`src/rtl/pam4_prbs_upsampler.sv`:
```
// rtl/pam4_prbs_upsampler.sv - PRBS PAM4 symbol source, Gray-mapped and zero-stuffed to OSR samples per symbol
// Optional impulse-capture mode is enabled with `define MAPPER_IMPULSE_EN.
module pam4_prbs_upsampler #(
    parameter int                        WIDTH  = 18,
    parameter int                        OSR    = 4,
    parameter int                        LFSR_W = 15,
    parameter logic [LFSR_W-1:0]         SEED   = LFSR_W'(1),
    parameter logic signed [WIDTH-1:0]   LVL_A  = WIDTH'(32'sd32768),
    parameter logic signed [WIDTH-1:0]   LVL_3A = WIDTH'(32'sd98303)
) (
    input  logic                    sys_clk,
    input  logic                    reset_n,
    input  logic                    sam_clk_en,
`ifdef MAPPER_IMPULSE_EN
    input  logic                    impulse_mode,
`endif
    output logic signed [WIDTH-1:0] x_out,
    output logic                    sym_clk_en,
    output logic [1:0]              sym_bits
);

    localparam int              PH_W    = $clog2(OSR);
    localparam logic [PH_W-1:0] PH_LAST = PH_W'(OSR - 1);

    logic [PH_W-1:0]         ph_q, ph_d;
    logic [LFSR_W-1:0]       lfsr_q, lfsr_d;
    logic signed [WIDTH-1:0] x_q, x_d;
    logic                    sym_q, sym_d;
    logic [1:0]              bits_q, bits_d;

    logic sym_sample;
    logic impulse_now;
    logic impulse_hit;

    assign sym_sample = sam_clk_en && (ph_q == '0);

`ifdef MAPPER_IMPULSE_EN
    logic [7:0] cnt_q, cnt_d;

    always_comb begin
        cnt_d = cnt_q;
        if (sym_sample) begin
            cnt_d = cnt_q + 8'd1;
        end
    end

    always_ff @(posedge sys_clk) begin
        if (!reset_n) begin
            cnt_q <= '0;
        end else begin
            cnt_q <= cnt_d;
        end
    end

    assign impulse_now = impulse_mode;
    assign impulse_hit = (cnt_q == 8'd0);
`else
    assign impulse_now = 1'b0;
    assign impulse_hit = 1'b0;
`endif

    // Fibonacci LFSR, polynomial x^15 + x^14 + 1
    function automatic logic [LFSR_W-1:0] lfsr_step(input logic [LFSR_W-1:0] s);
        return {s[LFSR_W-2:0], s[LFSR_W-1] ^ s[LFSR_W-2]};
    endfunction

    function automatic logic signed [WIDTH-1:0] gray_map(input logic [1:0] b);
        case (b)
            2'b00:   return -LVL_3A;
            2'b01:   return -LVL_A;
            2'b11:   return LVL_A;
            default: return LVL_3A;
        endcase
    endfunction

    always_comb begin
        ph_d   = ph_q;
        lfsr_d = lfsr_q;
        x_d    = x_q;
        bits_d = bits_q;
        sym_d  = 1'b0;
        if (sam_clk_en) begin
            ph_d = (ph_q == PH_LAST) ? '0 : ph_q + PH_W'(1);
            if (sym_sample) begin
                sym_d = 1'b1;
                if (impulse_now) begin
                    x_d    = impulse_hit ? LVL_3A : '0;
                    bits_d = impulse_hit ? 2'b10 : 2'b00;
                end else begin
                    bits_d = lfsr_q[1:0];
                    x_d    = gray_map(lfsr_q[1:0]);
                    // All-zero is the LFSR lock-up state; recover by reloading the seed
                    lfsr_d = (lfsr_q == '0) ? SEED : lfsr_step(lfsr_step(lfsr_q));
                end
            end else begin
                x_d = '0;
            end
        end
    end

    always_ff @(posedge sys_clk) begin
        if (!reset_n) begin
            ph_q   <= '0;
            lfsr_q <= SEED;
            x_q    <= '0;
            sym_q  <= 1'b0;
            bits_q <= 2'b00;
        end else begin
            ph_q   <= ph_d;
            lfsr_q <= lfsr_d;
            x_q    <= x_d;
            sym_q  <= sym_d;
            bits_q <= bits_d;
        end
    end

    assign x_out      = x_q;
    assign sym_clk_en = sym_q;
    assign sym_bits   = bits_q;

endmodule

```
`config.mk`:
```
export PLATFORM = sky130hd
export DESIGN_NAME = pam4_prbs_upsampler
export DESIGN_NICKNAME = d
export VERILOG_FILES = /design/src/rtl/pam4_prbs_upsampler.sv
export SDC_FILE = /design/constraint.sdc
export NUM_CORES = 1
export LEC_CHECK = 0
export CORE_MARGIN = 3
export CORE_UTILIZATION = 50
export CTS_CLUSTER_DIAMETER = 120
export CTS_CLUSTER_SIZE = 14
export DETAILED_ROUTE_END_ITERATION = 16
export GPL_TIMING_DRIVEN = 1
export HOLD_SLACK_MARGIN = 0.06
export PLACE_DENSITY = 0.84
export SYNTH_ARGS = -nofsm -noshare
export SYNTH_HDL_FRONTEND = slang
export SYNTH_SLANG_ARGS = --single-unit
export TNS_END_PERCENT = 20
```
`constraint.sdc`:
```
create_clock -name sys_clk -period 1.45 [get_ports sys_clk]
set_input_delay 0.29 -clock sys_clk [delete_from_list [all_inputs] [get_ports sys_clk]]
set_output_delay 0.29 -clock sys_clk [all_outputs]
set_load 0.01 [all_outputs]
```
==> metrics.md <==
| Metric | Value |
|---|---|
| Post-DRT Antenna Nets | 0 |
| Maximum vdd ir drop | 0.000781 V |
| Area growth from synthesis to layout | 20.1% |
| Sink Count | 25 |
| FF-to-FF path depth | 5 |
| Synthesized Nets | 138 |
| Core Area | 0.00223 mm² |
| Final hold vios | 0 |
| Worst Path Buf+Inv | 1 |
| Syn. warnings | 0 |
| Remaining global-route overflow | 0 |
| Antenna Cells | 0 |
| Critical path cell sequence | inv_1 -> ha_1 -> nor4b_4 -> nand4_2 -> a32o_1 |
| P_int | 0.929 mW |
| Flops & latches, synth | 25 |
| Setup crit end kind | register |
| F_max | 718 MHz |
| Post-Syn Area | 0.00119 mm² |
| Yosys top cell area share | 42.0% |
| Maximum clock path buffer count | 2 |
| Design Power | 1.26 mW |
| Via density | 5.11 |
| Die Y | 54.8 µm |
| Hold buffer count at cts | 0 |
| Setup Viol. Count Final | 0 |
| Top cells by area, synth | dfxtp_1 (42%), a21boi_0 (10%), buf_4 (8.8%) |
| Seq pwr share | 58.5% |
| GR Util met3 | 3.00% |
| PortBufs | 23 |
| Psw | 0.332 mW |
| Final net count | 156 |
| Drt first pass iters | 4 |
| Netlist cell types | 25 |
| Worst-Skew Late Latency | 0.31 ns |
| Worst slack, placed | -0.0300 ns |
| Element type at the critical path start | register |
| Crit path setup slack, layout | 0.0575 ns |
| Clock power frac | 24.5% |
| Gp weighted congestion | 0.761 |
| Worst slew pin tran | 0.224 ns |
| Delay-heaviest family, CP | simple AND/OR/NAND/NOR gates |
| PwrDens | 882 mW/mm² |
| Filler instances | 215 |
| Dpl cells | 170 |
| Seq. cell area | 500 µm² |
| Combinational share of power | 17.1% |
| Register area share after synthesis | 42.0% |
| Number of global-route vias before repair | 805 |
| Hold Crit Depth | 2 |
| Htree depth | 1 |
| Setup CP Type | register to register |
| CP peak stage delay | 0.34 ns |
| Post-Syn Instances | 129 |
| Layout cell share with drive strength beyond 1 | 13.0% |
| Sw Share | 26.3% |
| Final period util | 96.0% |
| Critical Path Stages | 5 |
| CTS Buf Count | 3 |
| Max FO, Critical Path | 5 |
| Die width | 54.8 µm |
| Worst hold path type | register to register |
| Global-route wire length before repair | 3.42 mm |
| CTS root buffer | clkbuf_4 |
| CP Data Required Time | 1.66 ns |
| Final Max Tran Viols | 0 |
| Critical path's slowest cell | dfxtp_1 |
| Final wirelength | 2.23 mm |
| RSZ-0062 raised after global routing | yes |
| # rows | 17 |
| Vias | 889 |
| Post-DR wirelength/cell | 12.8 µm |
| Global routing's busiest layer | met2 |
| Initial Util | 53.3% |
| HPWL after DPL | 1.77 mm |
| Clock skew | 0.00740 ns |
| Syn Area/Cell | 9.23 µm² |
| Leading area contributor after synthesis | dfxtp_1 |
| Initial antenna violation count | 0 |
| Fin crit period | 1.39 ns |
| Status | completed |
| Multi-input logic area | 549 µm² |
| Non-filler cells, final | 174 |
| Grt met1 use | 17.6% |
| Largest net degree at the start of global routing | 20 |
| GRT met2 Usage | 29.9% |
| DIE AREA | 0.00300 mm² |
| GRT Overall Usage | 15.9% |
| Post-CTS Setup Repair Bufs | 0 |
| IO Pins | 24 |
| CTS tree | yes |
| CP Data Arrival Time | 1.61 ns |
| Clock transition at path regs | 0.13 ns |
| Most frequent cells in the layout | nand2_1 (25), dfxtp_1 (25), dlygate4sd2_1 (21), a21boi_0 (15), buf_4 (9) |
| # Max-Cap Violations | 0 |
| Leak Pwr | 0.639 nW |
| Initial DRC Count | 19 |
| DRC | 0 |
| Rel. slew slack | 85.1% |
-- power groups by stage --
stage	clock network (mW)	registers [mW]	logic, mW
floorplan	0	0.758	0.122
global placement	0	0.750	0.213
detailed placement	0	0.753	0.222
CTS	0.310	0.737	0.213
global route	0.348	0.741	0.236
finish	0.309	0.737	0.215
-- cell usage after synthesis --
| cell type | number |
|---|---|
| a32o_1 | 4 |
| clkbuf_1 | 3 |
| mux2i_1 | 2 |
| nand3_1 | 2 |
| dfxtp_1 | 25 |
| a32oi_1 | 1 |
| nand3b_1 | 1 |
| o211ai_1 | 2 |
| a21boi_1 | 1 |
| nor2b_1 | 2 |
| nor3b_1 | 1 |
| buf_2 | 3 |
| buf_4 | 14 |
| and2_1 | 2 |
| ha_1 | 6 |
| a21boi_0 | 16 |
| inv_1 | 7 |
| nor4b_2 | 1 |
| nand2_1 | 25 |
| nand4_2 | 1 |
| nand2b_1 | 5 |
| xor2_1 | 1 |
| and3_1 | 1 |
| nor2_1 | 2 |
| nor4_4 | 1 |
-- worst paths after layout --
check                                               from                        to  slack (ns)
worst max-delay path              lfsr_q[0]$_SDFFE_PN1P_    lfsr_q[3]$_SDFFE_PN0P_        0.06
worst min-delay path            sym_bits[1]$_SDFFE_PN0P_  sym_bits[1]$_SDFFE_PN0P_        0.48
worst max register to register    lfsr_q[0]$_SDFFE_PN1P_    lfsr_q[3]$_SDFFE_PN0P_        0.06
worst min register to register  sym_bits[1]$_SDFFE_PN0P_  sym_bits[1]$_SDFFE_PN0P_        0.48
-- layout make-up --
cell class / instances / area share (%)
clock buffers: 3 / 1.57
repair buffers: 33 / 20.4
inverters: 7 / 1.84
well taps: 28 / 2.45
clock inverters: 1 / 0.350
multi-input cells: 77 / 38.4
flip-flops and latches: 25 / 35.0
-- cell families (layout without fill, tap and decap cells) --
logic type,after synthesis,in the layout,synth area share (%)
flip-flops,25,25,42.0
AO/OA/AOI/OAI,24,24,16.1
buffers and inverters,27,44,13.2
XOR/XNOR,1,1,0.735
AND/OR/NAND/NOR,44,44,20.0
multiplexers,2,2,1.68
adder cells (fa/ha/maj),6,6,6.30
-- flip-flops by register name, summed over array words and instances, names as in the netlist --
register / flops
x_out: 5
sym_bits: 2
sym_clk_en: 1
ph_q: 2
lfsr_q: 15
-- worst reg2reg max path, delay by kind of cell (launching register included) --
| family | cells | cell delay [ns] |
|---|---|---|
| AO/OA/AOI/OAI | 1 | 0.30 |
| adder cells (fa/ha/maj) | 1 | 0.19 |
| buffers and inverters | 1 | 0.08 |
| flip-flops | 1 | 0.34 |
| AND/OR/NAND/NOR | 2 | 0.39 |
-- stage by stage --
step	TNS (ns)	area (µm²)	hold slack [ns]	utilization, %
after global routing	-0.0188	1430	0.506	64.0
after global placement	0	1410	0.453	63.2
after detailed placement	-0.0554	1410	0.463	63.2
final	0	1430	0.477	64.0
after floorplan	0	1190	0.454	-
after CTS	0	1410	0.480	63.3
-- metal layers --
layer	routed length, µm	vias to the layer above
met3	69	2
met2	1230	18
met4	19	0
met1	907	420
met5	0	-
li1	-	449
-- repair_timing --
action                                  CTS  global route
pin swaps                                 0             1
cloned                                    0             0
resized for setup                        21             4
endpoints found under the setup margin   21            20
No activity file was read; power rests on OpenSTA's default activity.
